$ cat src/rtl/sprite_arb_pkg.sv
// Shared types and default sizing for the sprite ROM arbiter.
package sprite_arb_pkg;

    typedef enum logic {
        IDLE  = 1'b0,
        OWNED = 1'b1
    } arb_state_t;

    localparam int DEF_NUM_REQ   = 4;
    localparam int DEF_ADDR_W    = 14;
    localparam int DEF_DATA_W    = 4;
    localparam int DEF_ROM_LAT   = 2;
    localparam int DEF_BURST_MAX = 16;

    // Index width for a requester vector; never zero, even for a single requester.
    function automatic int idx_width(input int n);
        return (n > 1) ? $clog2(n) : 1;
    endfunction

endpackage

$ cat src/rtl/sprite_arb_rr_pick.sv
// Combinational round-robin picker: first set req bit after last_winner, wrapping.
// The previous winner is naturally searched last, so it only wins when alone.
module sprite_arb_rr_pick
    import sprite_arb_pkg::*;
#(
    parameter int NUM_REQ = DEF_NUM_REQ,
    parameter int IDX_W   = idx_width(DEF_NUM_REQ)
) (
    input  logic [NUM_REQ-1:0] req,
    input  logic [IDX_W-1:0]   last_winner,
    output logic               found,
    output logic [IDX_W-1:0]   winner
);

    logic [IDX_W-1:0] cand;

    // Walk candidates last_winner+1 .. last_winner+NUM_REQ, keep the first hit.
    always_comb begin
        found  = 1'b0;
        winner = '0;
        cand   = '0;
        for (int i = 1; i <= NUM_REQ; i++) begin
            cand = IDX_W'((int'(last_winner) + i) % NUM_REQ);
            if (!found && req[cand]) begin
                found  = 1'b1;
                winner = cand;
            end
        end
    end

endmodule

$ cat src/rtl/sprite_rom_arbiter.sv
// Sprite ROM read-port arbiter: round-robin grants with optional locked bursts,
// plus a gnt tag pipeline that names the owner of each returning ROM word.
// Optional build macro SPRITE_ARB_PRIORITY_EN: requester 0 preempts and always
// wins arbitration without disturbing the round-robin pointer.
module sprite_rom_arbiter
    import sprite_arb_pkg::*;
#(
    parameter int NUM_REQ   = DEF_NUM_REQ,
    parameter int ADDR_W    = DEF_ADDR_W,
    parameter int DATA_W    = DEF_DATA_W,
    parameter int ROM_LAT   = DEF_ROM_LAT,
    parameter int BURST_MAX = DEF_BURST_MAX
) (
    input  logic                           vga_clk,
    input  logic                           reset_n,
    input  logic [NUM_REQ-1:0]             req,
    input  logic [NUM_REQ-1:0]             lock,
    input  logic [NUM_REQ-1:0][ADDR_W-1:0] addr,
    output logic [NUM_REQ-1:0]             gnt,
    output logic [ADDR_W-1:0]              rom_address,
    input  logic [DATA_W-1:0]              rom_q,
    output logic [DATA_W-1:0]              rdata,
    output logic [NUM_REQ-1:0]             rvalid,
    output logic                           busy
);

    localparam int IDX_W = idx_width(NUM_REQ);
    localparam int CNT_W = $clog2(BURST_MAX + 1);

    arb_state_t                        state;
    logic [IDX_W-1:0]                  last_winner;
    logic [IDX_W-1:0]                  owner;
    logic [CNT_W-1:0]                  burst_cnt;
    // Stage 0 is the live grant; stage ROM_LAT lines up with rom_q.
    logic [ROM_LAT:0][NUM_REQ-1:0]     vld_pipe;
    logic [DATA_W-1:0]                 rdata_q;

    logic                              rr_found;
    logic [IDX_W-1:0]                  rr_winner;
    logic                              arb_found;
    logic [IDX_W-1:0]                  arb_idx;
    logic                              arb_rr;
    logic                              keep;

    sprite_arb_rr_pick #(
        .NUM_REQ (NUM_REQ),
        .IDX_W   (IDX_W)
    ) u_pick (
        .req         (req),
        .last_winner (last_winner),
        .found       (rr_found),
        .winner      (rr_winner)
    );

`ifdef SPRITE_ARB_PRIORITY_EN
    // Requester 0 overrides the round-robin result and leaves the pointer alone.
    assign arb_found = req[0] | rr_found;
    assign arb_idx   = req[0] ? '0 : rr_winner;
    assign arb_rr    = !req[0];
    assign keep      = (state == OWNED) && req[owner] && lock[owner] &&
                       (burst_cnt < CNT_W'(BURST_MAX)) && !(req[0] && (owner != '0));
`else
    assign arb_found = rr_found;
    assign arb_idx   = rr_winner;
    assign arb_rr    = 1'b1;
    assign keep      = (state == OWNED) && req[owner] && lock[owner] &&
                       (burst_cnt < CNT_W'(BURST_MAX));
`endif

    assign gnt    = vld_pipe[0];
    assign rvalid = vld_pipe[ROM_LAT];
    assign busy   = (state == OWNED);
    // Show rom_q while a tagged word is returning, otherwise the last returned word.
    assign rdata  = (|rvalid) ? rom_q : rdata_q;

    // Arbitration FSM, grant/address registers and the return tag pipeline.
    always_ff @(posedge vga_clk) begin
        if (!reset_n) begin
            state       <= IDLE;
            last_winner <= IDX_W'(NUM_REQ - 1);
            owner       <= '0;
            burst_cnt   <= '0;
            rom_address <= '0;
            vld_pipe    <= '0;
            rdata_q     <= '0;
        end else begin
            for (int k = 1; k <= ROM_LAT; k++)
                vld_pipe[k] <= vld_pipe[k-1];
            if (|rvalid)
                rdata_q <= rom_q;

            if (keep) begin
                rom_address <= addr[owner];
                burst_cnt   <= burst_cnt + CNT_W'(1);
            end else if (arb_found) begin
                state       <= OWNED;
                vld_pipe[0] <= NUM_REQ'(1) << arb_idx;
                rom_address <= addr[arb_idx];
                owner       <= arb_idx;
                burst_cnt   <= CNT_W'(1);
                if (arb_rr)
                    last_winner <= arb_idx;
            end else begin
                state       <= IDLE;
                vld_pipe[0] <= '0;
                burst_cnt   <= '0;
            end
        end
    end

endmodule

$ cat config.mk
export PLATFORM = sky130hd
export DESIGN_NAME = sprite_rom_arbiter
export DESIGN_NICKNAME = d
export VERILOG_FILES = /design/src/rtl/sprite_arb_pkg.sv /design/src/rtl/sprite_arb_rr_pick.sv /design/src/rtl/sprite_rom_arbiter.sv
export SDC_FILE = /design/constraint.sdc
export NUM_CORES = 1
export LEC_CHECK = 0
export ABC_AREA = 1
export CORE_AREA = 2 2 58 114
export DETAILED_ROUTE_END_ITERATION = 8
export DIE_AREA = 0 0 60 116
export PLACE_DENSITY = 0.83
export SLEW_MARGIN = 20
export SYNTH_ARGS = -nofsm -noshare
export SYNTH_HDL_FRONTEND = slang
export SYNTH_SLANG_ARGS = --single-unit
$ cat constraint.sdc
create_clock -name vga_clk -period 4.03 [get_ports vga_clk]
set_input_delay 0.806 -clock vga_clk [delete_from_list [all_inputs] [get_ports vga_clk]]
set_output_delay 0.806 -clock vga_clk [all_outputs]
set_load 0.02 [all_outputs]
==> impl_metrics.tcl, run 1 <==
set metrics [dict create \
    outcome "complete, no violations" \
    hpwlAfterDp_um 6730 \
    cts-root-buf "clkbuf_16" \
    cp-end-kind "output port" \
    start_util_pct 48.4 \
    period_needed_ns 2.91 \
    synth_cell_types 28 \
    grt_overflow 0 \
    firstDrtPassIters 5 \
    diodes 0 \
    syn_area_per_cell_um2 5.72 \
    wire_per_inst_um 14.0 \
    swShare_pct 50.6 \
    num-nets-final 653 \
    netlist_instances 512 \
    crit_family "buffers and inverters" \
    insertion_delay_ns 0.28 \
    cts_setup_buffers 0 \
    routed_wl_um 9360 \
    dieArea_mm2 0.00696 \
    slowest_stage "clkdlybuf4s50_1" \
    drv_slew 0 \
    rsz0062_at_grt "false" \
    grt_max_degree 45 \
    track_usage_pct 29.0 \
    tightest_slew_ns 0.650 \
    holdWs_ns 0.414 \
    clock_path_buffers 2 \
    hold_class "register to register" \
    finClkSkew_ns 0.00324 \
    coreArea_mm2 0.00606 \
    path_max_fanout 2 \
    synth_nets 583 \
    max_stage_delay_ns 0.59 \
    tns_ns 0 \
    drtIter0Drc 227 \
    port_buffers 96 \
    ys_seq_area_share_pct 27.3 \
    clk_pin_slew_ns 0.06 \
    clock-sinks 40 \
    ios 97 \
    clkPwrFrac_pct 15.1 \
    power_frac_comb_pct 64.6 \
    slew_headroom_pct 56.6 \
    hold_buffers 0 \
    ys_seq_elements 40 \
    vias 3517 \
    p_seq_share_pct 20.3 \
    cts.htree.levels 2 \
    antenna_found_initial 0 \
    switching_power_mw 1.52 \
    ys_warn_count 0 \
    leakagePower_nw 1.97 \
    hold_viol_final 0 \
    cellPowerDensity_mw_per_mm2 753 \
    path_buf_inv 4 \
    max_cap_violations 0 \
    cts_resized 0 \
    setup_viol 0 \
    ir_worst_vdd_uv 390 \
    rows 40 \
    ant_nets 0 \
    syn-cell-area_mm2 0.00293 \
    post-route-drc-count 0 \
    max_freq_ghz 0.344 \
    dieHeight_um 116 \
    drive_gt1_share_pct 5.49 \
    worstPathCellList "clkdlybuf4s50_1 -> inv_1 -> nand2_1 -> o21ai_0 -> inv_1 -> clkdlybuf4s50_1" \
    startpoint_type "primary input" \
    die_w_um 60 \
    fill_cells 565 \
    intPower_mw 1.48 \
    area_delta_synth_final_pct 35.8 \
    cp.required_ns 3.22 \
    grt_pass1_vias 3584 \
    crit_type "primary input to output port" \
    place.gp.congestion 0.912 \
    via_per_inst 5.27 \
    cts_made_buffers 5 \
    cp.arrival_ns 2.10 \
    period_share_pct 72.2 \
    grt_pass1_wl_um 15600 \
    cts_tree "done" \
]
==> state kept, by name (all words and copies together), names as in the netlist <==
register	count
vld_pipe	4
rvalid	4
last_winner	2
rdata_q	4
owner	2
burst_cnt	5
busy	1
gnt	4
rom_address	14
==> cells in the final DEF, fill, tap and decap left out, drive strengths merged <==
cell type      instances
nand2                181
ha                     1
buf                    5
clkinv                 1
or4                    1
nor2                  23
clkinvlp               1
inv                   75
o22ai                  2
o21a                   1
clkdlybuf4s50         96
dfxtp                 40
o211ai                 1
nor3                   1
o21ai                 60
xor2                   1
bufinv                 1
a21oi                 20
clkbuf                 5
nand3                 67
==> tightest hold or removal path, stage by stage (launching register included) <==
cell and delay, ns:
dfxtp_1 0.30, nand2_1 0.04, inv_1 0.04
==> layer usage <==
| metal | wire, um | global-route usage, % | vias to the layer above |
|---|---|---|---|
| met3 | 511 | 4.24 | 36 |
| met4 | 436 | 17.5 | 0 |
| met2 | 5200 | 54.2 | 173 |
| met5 | 0 | 0 | - |
| met1 | 3220 | 28.3 | 1573 |
| li1 | - | - | 1735 |
==> cells in the mapped netlist <==
master / count / share of area [%]
o22ai_1: 2 / 0.43
nor3_1: 1 / 0.17
nand2_2: 10 / 2.1
o21ai_2: 1 / 0.30
inv_1: 70 / 9.0
o211ai_1: 1 / 0.26
o21a_1: 1 / 0.26
clkbuf_1: 15 / 1.9
nor2_4: 1 / 0.38
nand3_4: 1 / 0.60
nor2_2: 1 / 0.21
inv_4: 1 / 0.21
dfxtp_1: 40 / 27
ha_1: 1 / 0.43
o21ai_1: 2 / 0.34
xor2_1: 1 / 0.30
nand3_1: 65 / 11
or4_1: 1 / 0.26
buf_6: 3 / 1.2
nand3_2: 1 / 0.34
nand2_1: 171 / 22
nor2_1: 21 / 2.7
buf_2: 6 / 1.0
o21ai_0: 57 / 9.7
buf_4: 14 / 3.6
clkinv_1: 1 / 0.13
inv_2: 3 / 0.38
a21oi_1: 20 / 3.4
==> layout make-up <==
cell class / count / area (um^2) / share of cell area [%]
clock buffers: 5 / 125 / 3.14
multi-input cells: 359 / 1620 / 40.7
clock inverters: 3 / 46.3 / 1.16
well taps: 84 / 105 / 2.64
flip-flops and latches: 40 / 801 / 20.1
inverters: 75 / 284 / 7.14
repair buffers: 101 / 998 / 25.1
==> through the flow <==
| stage | cell area [um^2] | total power [mW] | worst slack (ns) | utilization (%) | cells |
|---|---|---|---|---|---|
| finish | 3980 | 3.00 | 1.12 | 65.7 | 667 |
| detailed placement | 3810 | 2.53 | 1.06 | 62.9 | 659 |
| global placement | 3810 | 2.48 | 1.11 | 62.9 | 659 |
| global route | 3980 | 3.29 | 1.00 | 65.7 | 667 |
| CTS | 3980 | 2.99 | 1.10 | 65.7 | 667 |
| floorplan | 2930 | 2.07 | 1.94 | - | 512 |
==> path summary, 6_finish.rpt <==
check	start	endpoint	slack, ns	depth (start not counted)
setup reg to reg	owner[1]	rom_address[4]	1.47	8
hold reg to reg	vld_pipe[6]	rvalid[2]	0.41	2
hold / removal	vld_pipe[6]	rvalid[2]	0.41	2
setup / recovery	rom_q[0]	rdata[0]	1.12	6
==> power groups by stage <==
stage	logic [mW]	registers, mW	clock network, mW
global route	2.19	0.617	0.478
CTS	1.92	0.608	0.458
floorplan	1.44	0.628	0
global placement	1.87	0.612	0
finish	1.93	0.608	0.453
detailed placement	1.91	0.614	0
==> kinds of logic (layout without fill, tap and decap cells) <==
logic type | after synthesis | count (layout) | share of synthesized area (%)
xor gates and xnor gates | 1 | 1 | 0.299
and+or+nand+nor | 273 | 273 | 39.8
DFF | 40 | 40 | 27.3
AOI/OAI and AO/OA | 84 | 84 | 14.7
buffers and inverters | 113 | 184 | 17.4
adders and majority gates | 1 | 1 | 0.427
Power figures use the tool's default switching activity.
==> inputs of run 2 (changes only) <==
- CORE_AREA: 2 2 58 114 -> 2 2 63 124
- DIE_AREA: 0 0 60 116 -> 0 0 65 126
- PLACE_DENSITY: 0.83 -> 0.75
- clock period: 4.03 -> 2.6 ns (I/O delays scaled with it)
==> run 2 against run 1 <==
  * Setup slack worse by 1.1 ns
  * Sequential cell count did not move
  * First-iteration DRC count shrank 26%
  * Worst hold slack worse by 0.0055 ns
  * Final cell count rose by 3.0%
  * Clock power is 58% higher
  * Combinational power up 65%
  * Sequential share of layout area decreased by 0.54 points
  * Count of clock-buffer cells in the layout grew 1
  * Total power is 62% higher
  * Clock skew grew 0.0017 ns
  * Final area rose by 2.8%
  * Critical endpoint is now rdata[3]
==> impl_metrics.tcl, run 2 (synthesis results as in run 1) <==
set metrics [dict create \
    insertion_delay_ns 0.28 \
    drive_gt1_share_pct 7.56 \
    whs_path_depth 2 \
    max_cap_violations 0 \
    layout_commonest_cell "nand2_1" \
    cp-end-kind "output port" \
    slowest_stage "clkdlybuf4s50_1" \
    power_mw 4.86 \
    dieArea_mm2 0.00819 \
    fill_cells 723 \
    place.gp.congestion 0.886 \
    top_regs "rom_address (14), burst_cnt (5)" \
    port_buffers 96 \
    place_ws_ns 0.214 \
    cts.htree.levels 2 \
    tns_ns 0 \
    post-route-drc-count 0 \
    period_needed_ns 2.53 \
    ir_worst_vdd_uv 637 \
    cts_made_buffers 5 \
    coreArea_mm2 0.00721 \
    finClkSkew_ns 0.00489 \
    via_per_inst 5.12 \
    cellPowerDensity_mw_per_mm2 1190 \
    drtIter0Drc 167 \
    startpoint_type "register" \
    grt_pass1_wl_um 15900 \
    cp.arrival_ns 2.01 \
    die_w_um 65 \
    rsz0062_at_grt "false" \
    grt_pass1_vias 3639 \
    cp.required_ns 2.08 \
    ff2ff_path_depth 9 \
    setup_viol 0 \
    cts_setup_buffers 0 \
    hold_viol_final 0 \
    dieHeight_um 126 \
    rows 44 \
    grt_max_degree 39 \
    firstDrtPassIters 4 \
    num-nets-final 665 \
    ios 97 \
    vias 3519 \
    final_area_mm2 0.00409 \
    crit_type "register to output port" \
    slew_headroom_pct 70.3 \
    max_stage_delay_ns 0.59 \
    track_usage_pct 24.7 \
    stdcell_count 687 \
    leakagePower_nw 2.03 \
    grt_overflow 0 \
    max_freq_ghz 0.395 \
    worstPathCellList "or4_4 -> nand2_1 -> o21ai_1 -> inv_1 -> clkdlybuf4s50_1" \
    largest-register "rom_address" \
    diodes 0 \
    mostFrequentLayoutCells "nand2_1 (171), clkdlybuf4s50_1 (96), inv_1 (70)" \
    area_delta_synth_final_pct 39.6 \
    start_util_pct 40.6 \
    hold_buffers 0 \
    outcome "complete, no violations" \
    hold_class "register to register" \
    routed_wl_um 9690 \
    wire_per_inst_um 14.1 \
    cts_tree "done" \
    clock-sinks 40 \
    setup_slack_ns 0.0705 \
    antenna_found_initial 0 \
    cts-root-buf "clkbuf_16" \
    clk_pin_slew_ns 0.06 \
    hpwlAfterDp_um 7560 \
    ant_nets 0 \
    drv_slew 0 \
    period_share_pct 97.3 \
    dp.cells 679 \
    tightest_slew_ns 0.445 \
    dpl-instance-area_mm2 0.00391 \
    largest_reg_flops 14 \
    clock_path_buffers 2 \
    path_max_fanout 8 \
]
## run 2: worst max-delay path: cells and delay by family, from the launching register on
kind | cells | cell delay, ns
buffers and inverters | 2 | 0.66
AOI/OAI and AO/OA | 1 | 0.09
and+or+nand+nor | 2 | 0.67
DFF | 1 | 0.31
## run 2: layout make-up
| cell class | instances | area [um^2] | area share, % |
|---|---|---|---|
| repair buffers | 113 | 1090 | 26.6 |
| inverters | 75 | 284 | 6.95 |
| clock inverters | 2 | 38.8 | 0.949 |
| well taps | 92 | 115 | 2.82 |
| multi-input cells | 359 | 1620 | 39.7 |
| flip-flops and latches | 40 | 801 | 19.6 |
| clock buffers | 6 | 139 | 3.40 |
## run 2: final timing paths
kind,slack (ns),startpoint,to
setup / recovery,0.07,rvalid[1],rdata[3]
hold / removal,0.41,vld_pipe[4],rvalid[0]
setup reg to reg,0.42,owner[0],gnt[3]
hold reg to reg,0.41,vld_pipe[4],rvalid[0]
## run 2: power breakdown
group	internal [mW]	total, mW	switching, mW
Sequential	0.801	0.965	0.164
Combinational	1.20	3.18	1.98
Clock	0.480	0.715	0.235
Total	2.48	4.86	2.38
## run 2: metrics by stage
stage	hold WS, ns	utilization (%)
2_1_floorplan	0.390	-
3_3_place_gp	0.394	54.2
3_5_place_dp	0.396	54.2
4_1_cts	0.410	56.7
5_1_grt	0.428	56.7
6_report	0.408	56.7
## run 2: routing by layer
layer	vias up	part of all wire (%)	track usage [%]
met4	0	5.0	14.0
li1	1753	-	-
met3	38	5.3	3.84
met5	-	0	0
met1	1578	33	22.7
met2	150	57	48.4
## run 2: timing repair
action / CTS / global route
endpoints found under the setup margin: 4 / 1
gates resized for setup: 4 / 1
pin swaps: 0 / 0
